**config.mk**
```make
export PLATFORM = sky130hd
export DESIGN_NAME = obj_pixel_fetcher
export DESIGN_NICKNAME = d
export VERILOG_FILES = /design/src/rtl/obj_pkg.sv /design/src/rtl/obj_pixel_unpack.sv /design/src/rtl/obj_pixel_fetcher.sv
export SDC_FILE = /design/constraint.sdc
export NUM_CORES = 1
export LEC_CHECK = 0
export BUFFER_PORTS_ARGS = -buffer_cell sky130_fd_sc_hd__clkbuf_2
export CAP_MARGIN = 20
export CORE_MARGIN = 2
export CORE_UTILIZATION = 30
export DETAILED_ROUTE_END_ITERATION = 16
export PLACE_DENSITY_LB_ADDON = 0.3
export SLEW_MARGIN = 20
export SYNTH_ARGS = -nofsm -noshare
export SYNTH_HDL_FRONTEND = slang
export SYNTH_SLANG_ARGS = --single-unit
```
**constraint.sdc**
```tcl
create_clock -name clock -period 6.7 [get_ports clock]
set_input_delay 0.67 -clock clock [delete_from_list [all_inputs] [get_ports clock]]
set_output_delay 0.67 -clock clock [all_outputs]
set_load 0.02 [all_outputs]
```
**src/rtl/obj_pkg.sv**
```systemverilog
`default_nettype none
// ============================================================================
// obj_pkg : shared state encoding and constants for the OBJ pixel fetcher
// Revision: 1.0
// ============================================================================
package obj_pkg;

    localparam int SCREEN_W    = 240;
    localparam int OBJ_VRAM_AW = 15;
    localparam int OBJ_XW      = 9;

    typedef enum logic [2:0] {
        ST_IDLE = 3'd0,
        ST_REQ  = 3'd1,
        ST_WAIT = 3'd2,
        ST_EMIT = 3'd3,
        ST_DONE = 3'd4
    } obj_fetch_state_t;

endpackage
`default_nettype wire

```
**src/rtl/obj_pixel_unpack.sv**
```systemverilog
`default_nettype none
// ============================================================================
// obj_pixel_unpack : selects pixel k of a VRAM halfword and forms its palette index
// Revision: 1.0
// ============================================================================
module obj_pixel_unpack
    import obj_pkg::*;
(
    input  logic [15:0] rdata,
    input  logic [1:0]  k,
    input  logic        palettemode,
    input  logic [3:0]  palbank,
    output logic [7:0]  lb_color,
    output logic        opaque
);

    logic [3:0] nibble;
    logic [7:0] byte_sel;

    always_comb begin
        nibble = rdata[3:0];
        case (k)
            2'd0:    nibble = rdata[3:0];
            2'd1:    nibble = rdata[7:4];
            2'd2:    nibble = rdata[11:8];
            default: nibble = rdata[15:12];
        endcase
        byte_sel = k[0] ? rdata[15:8] : rdata[7:0];
    end

    // Transparency is decided on the raw texel, before the palette bank is merged in.
    assign lb_color = palettemode ? byte_sel : {palbank, nibble};
    assign opaque   = palettemode ? (byte_sel != 8'd0) : (nibble != 4'd0);

endmodule
`default_nettype wire

```
**src/rtl/obj_pixel_fetcher.sv**
```systemverilog
`default_nettype none
// ============================================================================
// obj_pixel_fetcher : walks one sprite line, fetches OBJ VRAM halfwords and
//                     writes visible opaque pixels into the OBJ line buffer
// Revision: 1.0
// ============================================================================
module obj_pixel_fetcher #(
    parameter int SCREEN_W = obj_pkg::SCREEN_W
) (
    input  logic        clock,
    input  logic        reset,
    input  logic        start,
    input  logic [8:0]  obj_x,
    input  logic [6:0]  obj_width,
    input  logic [5:0]  row,
    input  logic        hflip,
    input  logic        palettemode,
    input  logic [3:0]  palbank,
    input  logic [1:0]  obj_pri,
    output logic        busy,
    output logic        done,
    output logic [5:0]  au_x,
    output logic [5:0]  au_y,
    input  logic [14:0] au_addr,
    output logic        vram_req,
    output logic [14:0] vram_addr,
    input  logic        vram_gnt,
    input  logic        vram_rvalid,
    input  logic [15:0] vram_rdata,
    output logic        lb_we,
    output logic [7:0]  lb_x,
    output logic [7:0]  lb_color,
    output logic [1:0]  lb_pri
);

    import obj_pkg::*;

    localparam logic [OBJ_XW-1:0] SCREEN_W_X = OBJ_XW'(SCREEN_W);

    obj_fetch_state_t state, state_nxt;

    logic [8:0]  x_q;
    logic [6:0]  width_q;
    logic [5:0]  row_q;
    logic        hflip_q;
    logic        mode_q;
    logic [3:0]  bank_q;
    logic [1:0]  pri_q;
    logic [6:0]  col_q;
    logic [1:0]  k_q;
    logic [15:0] data_q;

    logic [6:0]  ppw;
    logic [1:0]  k_last;
    logic [6:0]  col_step;
    logic        last_pixel;
    logic        last_word;
    logic [6:0]  texel;
    logic [8:0]  sx;
    logic [7:0]  pix_color;
    logic        opaque;
    logic        unused_addr_lsb;

    assign ppw        = mode_q ? 7'd2 : 7'd4;
    assign k_last     = mode_q ? 2'd1 : 2'd3;
    assign last_pixel = (k_q == k_last);
    assign col_step   = col_q + ppw;
    assign last_word  = (col_step == width_q);
    assign texel      = col_q + {5'd0, k_q};

    // 9-bit arithmetic wraps mod 512, so negative sprite offsets land at high x and get clipped.
    assign sx = hflip_q ? (x_q + {2'b00, width_q} - 9'd1 - {2'b00, texel})
                        : (x_q + {2'b00, texel});

    obj_pixel_unpack u_unpack (
        .rdata       (data_q),
        .k           (k_q),
        .palettemode (mode_q),
        .palbank     (bank_q),
        .lb_color    (pix_color),
        .opaque      (opaque)
    );

    always_ff @(posedge clock) begin
        if (reset) begin
            state <= ST_IDLE;
        end else begin
            state <= state_nxt;
        end
    end

    always_comb begin
        state_nxt = state;
        busy      = 1'b0;
        done      = 1'b0;
        vram_req  = 1'b0;
        lb_we     = 1'b0;
        case (state)
            ST_IDLE: begin
                if (start) begin
                    state_nxt = (obj_width == 7'd0) ? ST_DONE : ST_REQ;
                end
            end
            ST_REQ: begin
                busy     = 1'b1;
                vram_req = 1'b1;
                if (vram_gnt) begin
                    state_nxt = ST_WAIT;
                end
            end
            ST_WAIT: begin
                busy = 1'b1;
                if (vram_rvalid) begin
                    state_nxt = ST_EMIT;
                end
            end
            ST_EMIT: begin
                busy  = 1'b1;
                lb_we = opaque && (sx < SCREEN_W_X);
                if (last_pixel) begin
                    state_nxt = last_word ? ST_DONE : ST_REQ;
                end
            end
            ST_DONE: begin
                done      = 1'b1;
                state_nxt = ST_IDLE;
            end
            default: begin
                state_nxt = ST_IDLE;
            end
        endcase
    end

    always_ff @(posedge clock) begin
        if (reset) begin
            x_q     <= '0;
            width_q <= '0;
            row_q   <= '0;
            hflip_q <= 1'b0;
            mode_q  <= 1'b0;
            bank_q  <= '0;
            pri_q   <= '0;
            col_q   <= '0;
            k_q     <= '0;
            data_q  <= '0;
        end else begin
            case (state)
                ST_IDLE: begin
                    if (start) begin
                        x_q     <= obj_x;
                        width_q <= obj_width;
                        row_q   <= row;
                        hflip_q <= hflip;
                        mode_q  <= palettemode;
                        bank_q  <= palbank;
                        pri_q   <= obj_pri;
                        col_q   <= '0;
                        k_q     <= '0;
                    end
                end
                ST_WAIT: begin
                    if (vram_rvalid) begin
                        data_q <= vram_rdata;
                        k_q    <= '0;
                    end
                end
                ST_EMIT: begin
                    if (last_pixel) begin
                        k_q   <= '0;
                        col_q <= col_step;
                    end else begin
                        k_q <= k_q + 2'd1;
                    end
                end
                default: begin
                end
            endcase
        end
    end

    // Byte address from the address unit is forced to halfword alignment.
    assign unused_addr_lsb = au_addr[0];
    assign vram_addr = vram_req ? {au_addr[14:1], 1'b0} : 15'd0;
    assign au_x      = col_q[5:0];
    assign au_y      = row_q;
    assign lb_pri    = pri_q;
    assign lb_x      = (state == ST_EMIT) ? sx[7:0] : 8'd0;
    assign lb_color  = (state == ST_EMIT) ? pix_color : 8'd0;

endmodule
`default_nettype wire

```
## Word level (Yosys, flattened, before mapping)

Index checks and enable logic that the tools add are counted.

| word-level totals | value |
|---|---|
| flip-flop bits (word level) | 58 |
| input port bits | 66 |
| output and inout bits | 49 |
| logic and storage cells | 73 |

| operators by class | value |
|---|---|
| add/subtract/negate cells | 7 |
| magnitude comparators | 1 |
| equality and inequality tests | 12 |
| multiplexer cells | 28 |
| reduce and logical (&&, ||, !) cells | 14 |

Operators by type and width:

| cell | count |
|---|---|
| 8-bit 2-to-1 mux | 4 |
| 3-bit 2-to-1 mux | 7 |
| 9-bit by 7-bit adder with 9-bit output | 2 |
| 15-bit 2-to-1 mux | 1 |
| 7-bit 2-to-1 mux | 2 |
| 7-bit case mux with 2 select lines | 1 |
| 3-bit case mux with 4 select lines | 1 |
| 4-bit case mux with 3 select lines | 1 |
| 9-bit by 8-bit < comparator with 1-bit output, second input constant | 1 |
| 9-bit 2-to-1 mux | 1 |
| 9-bit by 1-bit subtractor with 9-bit output, second input constant | 1 |
| 9-bit by 7-bit subtractor with 9-bit output | 1 |
| 2-bit 2-to-1 mux | 4 |
| 2-bit != test, second input constant | 4 |
| 8-bit nonzero test | 1 |
| 7-bit by 2-bit adder with 7-bit output | 1 |
| 7-bit by 3-bit adder with 7-bit output | 1 |
| 7-bit equality test | 1 |
| 7-bit logical NOT | 1 |
| 3-bit by 2-bit equality test with 1-bit output, second input constant | 2 |
| 2-bit case mux with 3 select lines | 1 |
| 3-bit AND reduction | 2 |
| 1-bit 2-to-1 mux | 5 |
| 2-bit AND reduction | 2 |
| other kinds (14) | 14 |

## Depth between registers and ports, before layout

| logic depth | value |
|---|---|
| depth in word-level cells | 7 |
| mapped depth | 14 |
| gate-level depth less buffers | 14 |

## Cells and area by module

A second synthesis with hierarchy kept.

| unflattened totals | value |
|---|---|
| cells, all modules | 517 |
| area total of the unflattened synthesis | 3921.3 um2 |

By module, submodules not included:

| module | instances | cells each | area an instance (um2) | seq. area each (um2) |
|---|---|---|---|---|
| obj_pixel_fetcher | 1 | 471 | 3585.9 | 1141.1 |
| obj_pixel_unpack | 1 | 46 | 335.3 | 0.0 |

## Least setup slack after synthesis

Ideal clock, no wire load.

| timing path | value |
|---|---|
| path kind | register to output |
| start point | reg k_q[1] |
| end point | out lb_we |
| arrival time | 2937 ps |
| required time | 6030 ps |
| path slack | 3093 ps |
| cell stages (with the launch flop) | 14 |
| path buffers | 0 |
| cell sequence | dfxtp_1 ha_1 nand2_1 nor2_1 nand2_1 xnor2_1 inv_1 fa_1 ha_1 or4_1 o22ai_1 xnor2_1 o211a_1 o31a_1 |

| between the ends | value |
|---|---|
| longest elaborated chain between the ends | 6 |
| elaborated cells between the ends (all ways) | 13 |
| classes of those cells | add/sub (3); order compare (1); eq/ne (2); mux (4); reduce/logical (3) |

RTL lines:

| what | RTL line | text |
|---|---|---|
| start: declaration | obj_pixel_fetcher.sv:50 | `logic [1:0] k_q;` |
| start signal: assignment | obj_pixel_fetcher.sv:172 | `k_q <= k_q + 2'd1;` |
| 7-bit by 2-bit adder with 7-bit output (tied with other cells) | obj_pixel_fetcher.sv:69 | `assign texel = col_q + {5'd0, k_q};` |
| 9-bit by 7-bit adder with 9-bit output (tied with other cells) | obj_pixel_fetcher.sv:73 | `: (x_q + {2'b00, texel});` |
| 9-bit 2-to-1 mux or 4-bit nonzero test (tied branches) | obj_pixel_fetcher.sv:72, obj_pixel_unpack.sv:33 |  |
| 9-bit by 8-bit < comparator with 1-bit output or 1-bit 2-to-1 mux (tied branches) | obj_pixel_fetcher.sv:119, obj_pixel_unpack.sv:33 |  |
| 1-bit logical AND * | obj_pixel_fetcher.sv:119 | `lb_we = opaque && (sx < SCREEN_W_X);` |
| 1-bit 2-to-1 mux * | obj_pixel_fetcher.sv:98 | `case (state)` |
| end: declaration | obj_pixel_fetcher.sv:30 | `output logic lb_we,` |

Every way passes the cells marked *; elsewhere a longest branch is shown, timed or not.

## Final worst setup path

Same ends and word-level chain as after synthesis.

==> metrics <==
outcome=finished clean; Reg2Reg Capture Point=state[2]; f_max=between 200 and 250 MHz; routability congestion estimate=between 0.9 and 1; Final Non-Filler Cells=around 780; IO Pins=roughly 120; largest net degree at the start of global routing=57; final-stage net count=between 700 and 800; clock slew at reported path FFs=about 0.05 ns; Core Area=about 0.013 sq mm; H-tree depth=3; synthesized area per cell=approximately 7.6 sq um; Max VDD drop=0.103 mV; static leakage=between 2 and 2.5 nW; post-synth top area cell=dfxtp_1; Total GRT Usage=0.158; pwr dens=236 mW/mm^2; Synth Area in Compound Gates=0.177; DP Wirelength=8480 um; DRT Wirelength=between 10000 and 15000 um; top cells by area, synth=dfxtp_1, nand2_1, a21oi_1; initial antenna violation count=0; switching power=0.324 mW; Final ANT Viol Nets=0; Netlist Area Pre-Place=0.00395 sq mm; Worst Setup EP=lb_we; CTS Root Cell=clkbuf_16; Sink Count=57; clock skew=between 0.007 and 0.008 ns; drc violations=0; Post-synth EDFFs=0; Worst setup SP type=register; Die H=around 120 um; commonest register cell after synthesis=dfxtp_1; Critical Path Source=k_q[1]; final hold violations=0; clk_lat worst skew=approximately 0.33 ns; Hold Path Stages=2; Final Max Tran Viols=0; Die X=~120 um; area fraction of the dominant cell type after synthesis=0.289; mux share of post-synthesis cell area=0.0330; Slew HR=0.312; class of the worst hold path=register to register; Post-CTS Setup Bufs=0; worst r2r path cells=9; Via density=4.91; Rows=41; Post-Synth XOR/XNOR Area=0.0577; largest family of logic cells by synthesized area=simple AND/OR/NAND/NOR gates; Reg-to-Reg Start=mode_q; total gr overflow=0; critical path capture point type=output pin; 1st-iter DRT viols=212; cells after synthesis=522; Synth Register Bits=57; PortBufs=around 110; drt pass-1 iters=4; Total Negative Setup Slacks=0 ns; CTS Buffer Depth=2; TritonCTS Buffers=9; CTS tree=built; Req. time, crit path=approximately 6.0 ns; maxcap violations=0; Layout fillers=around 1.4k; die area=between 0.01 and 0.015 sq mm; unrepaired setup endpoints after global routing=no; Distinct cells, synth=approximately 50; Hold WS=0.455 ns; Synth Area in Simple Gates=0.247; post_cts resized=0; flop2flop setup slack=approximately 3.8 ns; Seq pwr share=0.333; Data arrival, critical path=around 3.7 ns; ys async rst share=0; Tmin final=roughly 4.4 ns; clock share of power=0.458; vias in the first global route=3849; P&R area growth vs syn=24.1%; Worst-Margin Slew=between 1 and 1.5 ns; share of layout cells above drive strength 1=0.214; combinational share of power=0.209; fin crit share=0.651; Int Pwr=around 0.83 mW; vias=slightly below 4k; Synth Area in Adders=0.121; WL/cell=approximately 14 um; hold buffer count at CTS=0; Antenna Cells=0; switch share=0.280; Crit Path Class=register to output pin; sequential share of the synthesized area=0.289; final setup fails=0; synth warn=0; Starting Density=0.310; global-route wire length before repair=approximately 18000 um; dpl cells=about 770; crit-path max FO=6
state kept, by name (all words and copies together), names as in the netlist:
| name | flops |
|---|---|
| au_y | 6 |
| hflip_q | 1 |
| lb_pri | 2 |
| mode_q | 1 |
| k_q | 2 |
| width_q | 7 |
| data_q | 16 |
| bank_q | 4 |
| col_q | 6 |
| state | 3 |
| x_q | 9 |
placed cells by master, fill, tap and decap left out, drive strengths merged, types with 6 or more instances in the layout:
| cell | n |
|---|---|
| o21ai | 8 |
| nor2 | 36 |
| fa | 10 |
| dfxtp | 57 |
| a21oi | 67 |
| xor2 | 7 |
| nor3 | 6 |
| xnor2 | 19 |
| and2 | 15 |
| nand3 | 9 |
| nor4 | 7 |
| nand2 | 109 |
| inv | 25 |
| clkbuf | 121 |
| a211oi | 14 |
| ha | 22 |
| nand2b | 7 |
| mux2i | 13 |
worst max-delay path, cell delays in order (launching register included):
cell and delay (ns):
dfxtp_1 0.45, ha_1 0.28, xor2_1 0.22, inv_1 0.08, fa_1 0.50, fa_1 0.51, a211oi_1 0.31, o21bai_1 0.12
a21oi_1 0.19, xnor2_1 0.14, mux2i_1 0.11, o31a_1 0.29, clkbuf_2 0.15
stage by stage:
| step | setup slack, ns | power (mW) | util | area, sq um |
|---|---|---|---|---|
| 2_1_floorplan | 3.09 | 0.561 | - | 3950 |
| 3_3_place_gp | 2.74 | 0.627 | 0.357 | 4540 |
| 3_5_place_dp | 2.72 | 0.633 | 0.357 | 4540 |
| 4_1_cts | 2.33 | 1.17 | 0.384 | 4890 |
| 5_1_grt | 2.09 | 1.22 | 0.385 | 4890 |
| 6_report | 2.34 | 1.16 | 0.385 | 4890 |
synthesized netlist by cell type (4+ instances only):
master / instances
ha_1: 22
a222oi_1: 4
xnor2_1: 19
nand4_1: 4
a21oi_1: 67
clkbuf_1: 17
nand2_1: 109
fa_1: 10
buf_4: 9
nor3_1: 6
buf_2: 13
dfxtp_1: 57
xor2_1: 7
nand2b_1: 7
and2_1: 15
o21ai_0: 7
nor2_1: 36
nand3_1: 9
nor4_1: 6
inv_1: 25
a211oi_1: 14
mux2i_1: 13
routing by layer:
layer  vias to the layer above  GRT usage  part of all wire
li1                       1944          -                 -
met1                      1782      0.199              0.46
met2                       110      0.265              0.47
met3                        15     0.0347             0.052
met4                         0     0.0565             0.016
met5                         -          0                 0
how the worst min path moves through the flow:
stage | from | to | slack (ns)
CTS | au_y[2] | au_y[2] | 0.46
detailed placement | au_y[2] | au_y[2] | 0.45
global placement | lb_pri[0] | lb_pri[0] | 0.44
floorplan | bank_q[0] | bank_q[0] | 0.44
global route | au_y[2] | au_y[2] | 0.47
finish | lb_pri[0] | lb_pri[0] | 0.45
power by group through the flow:
stage	clock network, mW	registers [mW]	logic, mW
6_report	0.530	0.385	0.242
4_1_cts	0.541	0.385	0.242
2_1_floorplan	0	0.381	0.180
3_5_place_dp	0	0.392	0.241
3_3_place_gp	0	0.391	0.236
5_1_grt	0.558	0.388	0.271
layout make-up:
cell class / instances / area (sq um) / share of cell area
multi-input combinational: 401 / 2530 / 0.517
sequential: 57 / 1140 / 0.233
timing repair buffer: 113 / 571 / 0.117
clock buffer: 11 / 243 / 0.0496
tap: 172 / 215 / 0.0440
clock inverter: 5 / 103 / 0.0210
inverter: 25 / 93.8 / 0.0192
cells by family (layout without fill, tap and decap cells):
logic type	after synthesis	count (layout)
simple gates	212	212
compound gates	116	116
buf+inv	65	154
flops	57	57
fa+ha+maj	32	32
xor+xnor	26	26
mux	13	13
other cells	1	2
Note: power is estimated with default switching activity, not from simulation.
